[config.mk]
export PLATFORM = sky130hd
export DESIGN_NAME = wb_burst_master
export DESIGN_NICKNAME = d
export VERILOG_FILES = /design/src/rtl/wb_burst_pkg.sv /design/src/rtl/lfsr32_step.sv /design/src/rtl/wb_burst_master.sv
export SDC_FILE = /design/constraint.sdc
export NUM_CORES = 1
export LEC_CHECK = 0
export ABC_CLOCK_PERIOD_IN_PS = 3800
export CAP_MARGIN = 5
export CORE_MARGIN = 1
export CORE_UTILIZATION = 50
export CTS_CLUSTER_SIZE = 14
export DETAILED_ROUTE_END_ITERATION = 8
export GPL_ROUTABILITY_DRIVEN = 0
export PLACE_DENSITY_LB_ADDON = 0.3
export SLEW_MARGIN = 25
export SYNTH_ARGS = -nofsm -noshare
export SYNTH_HDL_FRONTEND = slang
export SYNTH_SLANG_ARGS = --single-unit
[constraint.sdc]
create_clock -name wb_clk_i -period 3.8 [get_ports wb_clk_i]
set_input_delay 0.76 -clock wb_clk_i [delete_from_list [all_inputs] [get_ports wb_clk_i]]
set_output_delay 0.76 -clock wb_clk_i [all_outputs]
set_load 0.03 [all_outputs]
[src/rtl/wb_burst_pkg.sv]
// Shared constants and state encoding for the Wishbone burst traffic master.
package wb_burst_pkg;

  localparam logic [2:0]  CTI_CLASSIC = 3'b000;
  localparam logic [2:0]  CTI_INCR    = 3'b010;
  localparam logic [2:0]  CTI_EOB     = 3'b111;

  // Galois taps for x^32+x^22+x^2+x+1, right-shifting form
  localparam logic [31:0] LFSR_TAP    = 32'h80200003;

  typedef enum logic [1:0] {
    StIdle = 2'd0,
    StBus  = 2'd1,
    StDone = 2'd2
  } state_e;

  // An all-zero state would lock the LFSR, so seed 0 is promoted to 1.
  function automatic logic [31:0] lfsr_seed(input logic [31:0] seed);
    return (seed == 32'h0) ? 32'h1 : seed;
  endfunction

endpackage

[src/rtl/lfsr32_step.sv]
// One combinational step of the 32-bit Galois LFSR used for write data and read prediction.
module lfsr32_step
  import wb_burst_pkg::*;
(
  input  logic [31:0] i_state,
  output logic [31:0] o_next
);

  assign o_next = i_state[0] ? ((i_state >> 1) ^ LFSR_TAP) : (i_state >> 1);

endmodule

[src/rtl/wb_burst_master.sv]
// Wishbone B3 incrementing-burst traffic master: LFSR write data, LFSR-predicted read check,
// per-beat ack watchdog, error count and first failing address.
module wb_burst_master
  import wb_burst_pkg::*;
#(
  parameter int unsigned dw     = 32,
  parameter int unsigned APP_AW = 26,
  parameter int unsigned LEN_W  = 8,
  parameter int unsigned TO_CYC = 1024
) (
  input  logic              wb_clk_i,
  input  logic              wb_rst_i,
  input  logic              sdr_init_done,
  input  logic              cmd_valid,
  output logic              cmd_ready,
  input  logic              cmd_we,
  input  logic [APP_AW-1:0] cmd_addr,
  input  logic [LEN_W-1:0]  cmd_len,
  input  logic [31:0]       cmd_seed,
  output logic              wb_cyc_o,
  output logic              wb_stb_o,
  output logic              wb_we_o,
  output logic [APP_AW-1:0] wb_addr_o,
  output logic [dw-1:0]     wb_dat_o,
  output logic [dw/8-1:0]   wb_sel_o,
  output logic [2:0]        wb_cti_o,
  input  logic              wb_ack_i,
  input  logic [dw-1:0]     wb_dat_i,
  output logic              done_o,
  output logic              busy_o,
  output logic              timeout_o,
  output logic [15:0]       err_cnt_o,
  output logic [APP_AW-1:0] first_err_addr_o
);

  localparam int unsigned       WdogW   = $clog2(TO_CYC + 1);
  localparam logic [WdogW-1:0]  WdogMax = WdogW'(TO_CYC - 1);
  localparam logic [APP_AW-1:0] AddrInc = APP_AW'(dw / 8);

  state_e              r_state, w_state_d;
  logic [APP_AW-1:0]   r_addr, w_addr_d;
  logic [LEN_W-1:0]    r_cnt, w_cnt_d;
  logic [31:0]         r_lfsr, w_lfsr_d;
  logic                r_we, w_we_d;
  logic                r_single, w_single_d;
  logic [WdogW-1:0]    r_wdog, w_wdog_d;
  logic [15:0]         r_err_cnt, w_err_cnt_d;
  logic [APP_AW-1:0]   r_first_err, w_first_err_d;
  logic                r_timeout, w_timeout_d;

  logic                r_cmd_ready, w_cmd_ready_d;
  logic                r_cyc, w_cyc_d;
  logic                r_we_o, w_we_o_d;
  logic [APP_AW-1:0]   r_addr_o, w_addr_o_d;
  logic [dw-1:0]       r_dat_o, w_dat_o_d;
  logic [dw/8-1:0]     r_sel, w_sel_d;
  logic [2:0]          r_cti, w_cti_d;
  logic                r_done, w_done_d;
  logic                r_busy, w_busy_d;

  logic [31:0]         w_lfsr_nxt;
  logic                w_unused_addr_lsb;

  assign w_unused_addr_lsb = ^cmd_addr[1:0];

  lfsr32_step u_lfsr_step (
    .i_state (r_lfsr),
    .o_next  (w_lfsr_nxt)
  );

  always_comb begin
    w_state_d     = r_state;
    w_addr_d      = r_addr;
    w_cnt_d       = r_cnt;
    w_lfsr_d      = r_lfsr;
    w_we_d        = r_we;
    w_single_d    = r_single;
    w_wdog_d      = r_wdog;
    w_err_cnt_d   = r_err_cnt;
    w_first_err_d = r_first_err;
    w_timeout_d   = r_timeout;

    unique case (r_state)
      StIdle: begin
        if (cmd_valid && r_cmd_ready) begin
          w_state_d     = StBus;
          w_addr_d      = {cmd_addr[APP_AW-1:2], 2'b00};
          w_cnt_d       = cmd_len;
          w_lfsr_d      = lfsr_seed(cmd_seed);
          w_we_d        = cmd_we;
          w_single_d    = (cmd_len == '0);
          w_wdog_d      = '0;
          w_err_cnt_d   = '0;
          w_first_err_d = '0;
          w_timeout_d   = 1'b0;
        end
      end
      StBus: begin
        if (wb_ack_i) begin
          if (!r_we && (wb_dat_i != dw'(r_lfsr))) begin
            if (r_err_cnt == 16'h0) w_first_err_d = r_addr;
            if (r_err_cnt != 16'hFFFF) w_err_cnt_d = r_err_cnt + 16'd1;
          end
          w_addr_d = r_addr + AddrInc;
          w_lfsr_d = w_lfsr_nxt;
          w_cnt_d  = r_cnt - LEN_W'(1);
          w_wdog_d = '0;
          if (r_cnt == '0) w_state_d = StDone;
        end else if (r_wdog == WdogMax) begin
          // Slave went silent: abandon the rest of the burst.
          w_timeout_d = 1'b1;
          w_state_d   = StDone;
        end else begin
          w_wdog_d = r_wdog + WdogW'(1);
        end
      end
      StDone: begin
        w_state_d = StIdle;
      end
      default: begin
        w_state_d = StIdle;
      end
    endcase

    // Outputs are registered, so they are derived from the next-state values.
    w_cyc_d       = (w_state_d == StBus);
    w_we_o_d      = w_cyc_d && w_we_d;
    w_addr_o_d    = w_cyc_d ? w_addr_d : '0;
    w_dat_o_d     = w_we_o_d ? dw'(w_lfsr_d) : '0;
    w_sel_d       = w_cyc_d ? '1 : '0;
    if (!w_cyc_d) begin
      w_cti_d = CTI_CLASSIC;
    end else if (w_single_d) begin
      w_cti_d = CTI_CLASSIC;
    end else if (w_cnt_d == '0) begin
      w_cti_d = CTI_EOB;
    end else begin
      w_cti_d = CTI_INCR;
    end
    w_done_d      = (w_state_d == StDone);
    w_busy_d      = (w_state_d != StIdle);
    w_cmd_ready_d = (w_state_d == StIdle) && sdr_init_done;
  end

  always_ff @(posedge wb_clk_i) begin
    if (wb_rst_i) begin
      r_state     <= StIdle;
      r_addr      <= '0;
      r_cnt       <= '0;
      r_lfsr      <= 32'h1;
      r_we        <= 1'b0;
      r_single    <= 1'b0;
      r_wdog      <= '0;
      r_err_cnt   <= '0;
      r_first_err <= '0;
      r_timeout   <= 1'b0;
      r_cmd_ready <= 1'b0;
      r_cyc       <= 1'b0;
      r_we_o      <= 1'b0;
      r_addr_o    <= '0;
      r_dat_o     <= '0;
      r_sel       <= '0;
      r_cti       <= CTI_CLASSIC;
      r_done      <= 1'b0;
      r_busy      <= 1'b0;
    end else begin
      r_state     <= w_state_d;
      r_addr      <= w_addr_d;
      r_cnt       <= w_cnt_d;
      r_lfsr      <= w_lfsr_d;
      r_we        <= w_we_d;
      r_single    <= w_single_d;
      r_wdog      <= w_wdog_d;
      r_err_cnt   <= w_err_cnt_d;
      r_first_err <= w_first_err_d;
      r_timeout   <= w_timeout_d;
      r_cmd_ready <= w_cmd_ready_d;
      r_cyc       <= w_cyc_d;
      r_we_o      <= w_we_o_d;
      r_addr_o    <= w_addr_o_d;
      r_dat_o     <= w_dat_o_d;
      r_sel       <= w_sel_d;
      r_cti       <= w_cti_d;
      r_done      <= w_done_d;
      r_busy      <= w_busy_d;
    end
  end

  assign cmd_ready        = r_cmd_ready;
  assign wb_cyc_o         = r_cyc;
  assign wb_stb_o         = r_cyc;
  assign wb_we_o          = r_we_o;
  assign wb_addr_o        = r_addr_o;
  assign wb_dat_o         = r_dat_o;
  assign wb_sel_o         = r_sel;
  assign wb_cti_o         = r_cti;
  assign done_o           = r_done;
  assign busy_o           = r_busy;
  assign timeout_o        = r_timeout;
  assign err_cnt_o        = r_err_cnt;
  assign first_err_addr_o = r_first_err;

endmodule

==> impl_metrics.csv <==
group,metric,value,unit
setup_path,crit_slowest_cell,"clkdlybuf4s50_1",
floorplanning,coreArea,15800,um^2
synth,synth_top_area_share,46.7,%
timing,fin_crit_sh,76.5,%
floorplanning,io_pins,218,
drt,antenna_left,0,
pwr,p_sw,1120,uW
setup_path,startpoint,"wb_ack_i",
synth,synth_edf_count,0,
global_route,grt_pass1_vias,7138,
run,cap_violations,0,
clocking,cts_sinks,189,
final_layout,final_cells,1317,
setup_path,rr_startpoint,"r_state[1]",
timing,hold_viol,0,
final_layout,final_cell_mix,"clkdlybuf4s50_1, dfxtp_1, nor2_1",
clocking,cts_resized,0,
pwr,clock_power_share,41.1,%
synth,yosysTopAreaCell,"dfxtp_1",
setup_path,crit_fanout,13,
drt,drt-initial-drc-count,788,
setup_path,critPathArrivalTime,3.21,ns
synth,ys_seq_area_share,46.7,%
timing,rsz0062_at_grt,"no",
final_layout,drive_gt1_share,5.99,%
placed_design,port_buffers,215,
placed_design,pre_cts_ws,0.466,ns
timing,clock_skew,0.00872,ns
setup_path,cp-endpoint,"wb_cti_o[0]",
clocking,htree_levels,4,
final_layout,nets,1197,
synth,avgSynthCellArea,8.97,um^2
timing,setup_violations,0,
synth,syn_area,8110,um^2
setup_path,slowest_delay,0.73,ns
placed_design,dpl-instance-area,10300,um^2
drt,drc,0,
global_route,grt_use_total,28.9,%
setup_path,ff2ff_path_depth,5,
clocking,numCtsBuffers,17,
synth,ys_ff_latch,189,
synth,synth_cell_types,69,
setup_path,regToRegSetupSlack,1.00,ns
global_route,antenna_found_initial,0,
clocking,clk_latency,0.44,ns
timing,maxSlewViolCount,0,
drt,vias_per_cell,5.86,
placed_design,place_inst,1285,
setup_path,crit_path_end_kind,"flop",
setup_path,crit_top_cell,"nand2_1",
setup_path,path_class,"input port to flop",
timing,fin_crit,2.91,ns
synth,synth_warnings,0,
pwr,switching_share,25.6,%
pwr,p_int,3270,uW
setup_path,crit_chain,"clkdlybuf4s50_1, nor4b_1, nand2_1, a31oi_1, or2_2, inv_1, nand2_1, nor4_1",
drt,wirelength,23.9,mm
run_status,outcome,"complete, no violations",
floorplanning,start_util,51.2,%
final_layout,final_common_cell,"clkdlybuf4s50_1",
floorplanning,die_w,129,um
global_route,grt_max_degree,39,
synth,netlist_top_cells_area,"dfxtp_1, a22o_1, nor2_1",
setup_path,critPathLaunchType,"input port",
drt,route.vias.total,7714,
clocking,clk_pin_slew_worst_paths,0.07,ns
clocking,clock_path_buffers,2,
synth,synth_fp_nets,1013,
placed_design,hpwl,16.8,mm
pwr,p_seq_share,47.5,%
final_layout,fillers,1269,
final_layout,post-route-util,69.1,%
clocking,post_cts_buffers,0,
pwr,power.density,402,nW/um^2
synth,yosys_most_used_dff,"dfxtp_1",
global_route,grt_first_pass_wirelength,37.2,mm
setup_path,r2r_end,"err_cnt_o[9]",
setup_path,required,4.10,ns
pwr,leakage,0.00383,uW
timing,worst_slack,0.892,ns
timing,worst_slew_pin_slew,1.05,ns
synth,async_flop_share,0,%
clocking,cts_hold_buf,0,
pwr,comb_power_share,11.4,%
drt,first_pass_iters,5,
worst_hold_path,hp-class,"flop to flop",
timing,finalSetupTns,0,ns
clocking,clockRootBuffer,"clkbuf_16",
final_layout,fin_area,10900,um^2
final_layout,syn_to_final_growth,34.9,%
floorplanning,rows,46,
pwr,peakVddDrop,0.349,mV
floorplanning,die_y,129,um
global_route,overflow,0,
synth,syn-instance-count,904,
timing,maxSlewHeadroom,29.7,%
timing,fmax,344,MHz
clocking,tritoncts,"done",
floorplanning,die-area,16700,um^2
final_layout,antennaDiodeCount,0,
drt,wire_per_inst,18.2,um
==> kinds of logic (layout without fill, tap and decap cells) <==
| kind of cell | after synthesis | after routing | share of synthesized area, % |
|---|---|---|---|
| AO/OA/AOI/OAI | 217 | 217 | 18.9 |
| XOR/XNOR | 45 | 45 | 4.86 |
| adder cells (fa/ha/maj) | 5 | 5 | 0.772 |
| buffers and inverters | 84 | 281 | 4.79 |
| flip-flops | 189 | 189 | 46.7 |
| multiplexers | 13 | 13 | 1.64 |
| AND/OR/NAND/NOR | 351 | 351 | 22.4 |
==> synthesized netlist by cell type (12+ instances only) <==
library cell,number
nand2_1,49
inv_1,17
nor2_1,121
clkbuf_1,47
nor4_1,22
nor3_1,13
dfxtp_1,189
xnor2_1,40
a31oi_1,12
a22o_1,55
nand4_1,22
a21oi_1,62
o21ai_0,18
nor2b_1,21
nand3_1,27
==> per-stage QoR <==
stage	total power [uW]	hold slack (ns)
floorplan	2400	0.410
finish	4390	0.440
CTS	4400	0.446
global placement	2610	0.426
detailed placement	2620	0.434
global route	4530	0.457
==> worst max-delay path, delay by kind of cell <==
family	cells	cell delay [ns]
and+or+nand+nor	5	1.25
buffers and inverters	2	0.89
AOI/OAI and AO/OA	1	0.30
==> final cells by class <==
class	count	area, um^2	share of cell area [%]
clock buffers	18	439	4.02
repair buffers	232	2270	20.8
flip-flops and latches	189	3780	34.6
clock inverters	14	159	1.45
inverters	17	63.8	0.583
multi-input cells	631	3950	36.1
well taps	216	270	2.47
==> worst min-delay path by stage <==
stage	end	depth (start not counted)	from
finish	r_wdog[10]	2	r_wdog[10]
global placement	r_wdog[10]	2	r_wdog[10]
floorplan	r_wdog[10]	2	r_wdog[10]
global route	r_wdog[10]	2	r_wdog[10]
detailed placement	r_wdog[10]	2	r_wdog[10]
CTS	r_wdog[10]	2	r_wdog[10]
==> power by group through the flow <==
stage | clock (uW) | combinational, uW | sequential (uW)
after floorplan | 0 | 275 | 2120
final | 1810 | 500 | 2090
after global placement | 0 | 486 | 2130
after detailed placement | 0 | 493 | 2130
after global routing | 1900 | 540 | 2090
after CTS | 1820 | 497 | 2080
==> per-layer routing <==
layer	GRT usage [%]	vias to the layer above	wire length, um
met2	48.5	362	11600
li1	-	3645	-
met3	7.97	44	2110
met4	9.20	0	462
met1	35.9	3663	9780
met5	0	-	0
==> registers in the layout, summed over array words and instances, names as in the netlist, 8 cells and up <==
name,count
r_lfsr,32
first_err_addr_o,26
r_addr,26
wb_dat_o,32
err_cnt_o,16
r_cnt,8
r_wdog,11
wb_addr_o,26
Note: power is estimated with default switching activity, not from simulation.
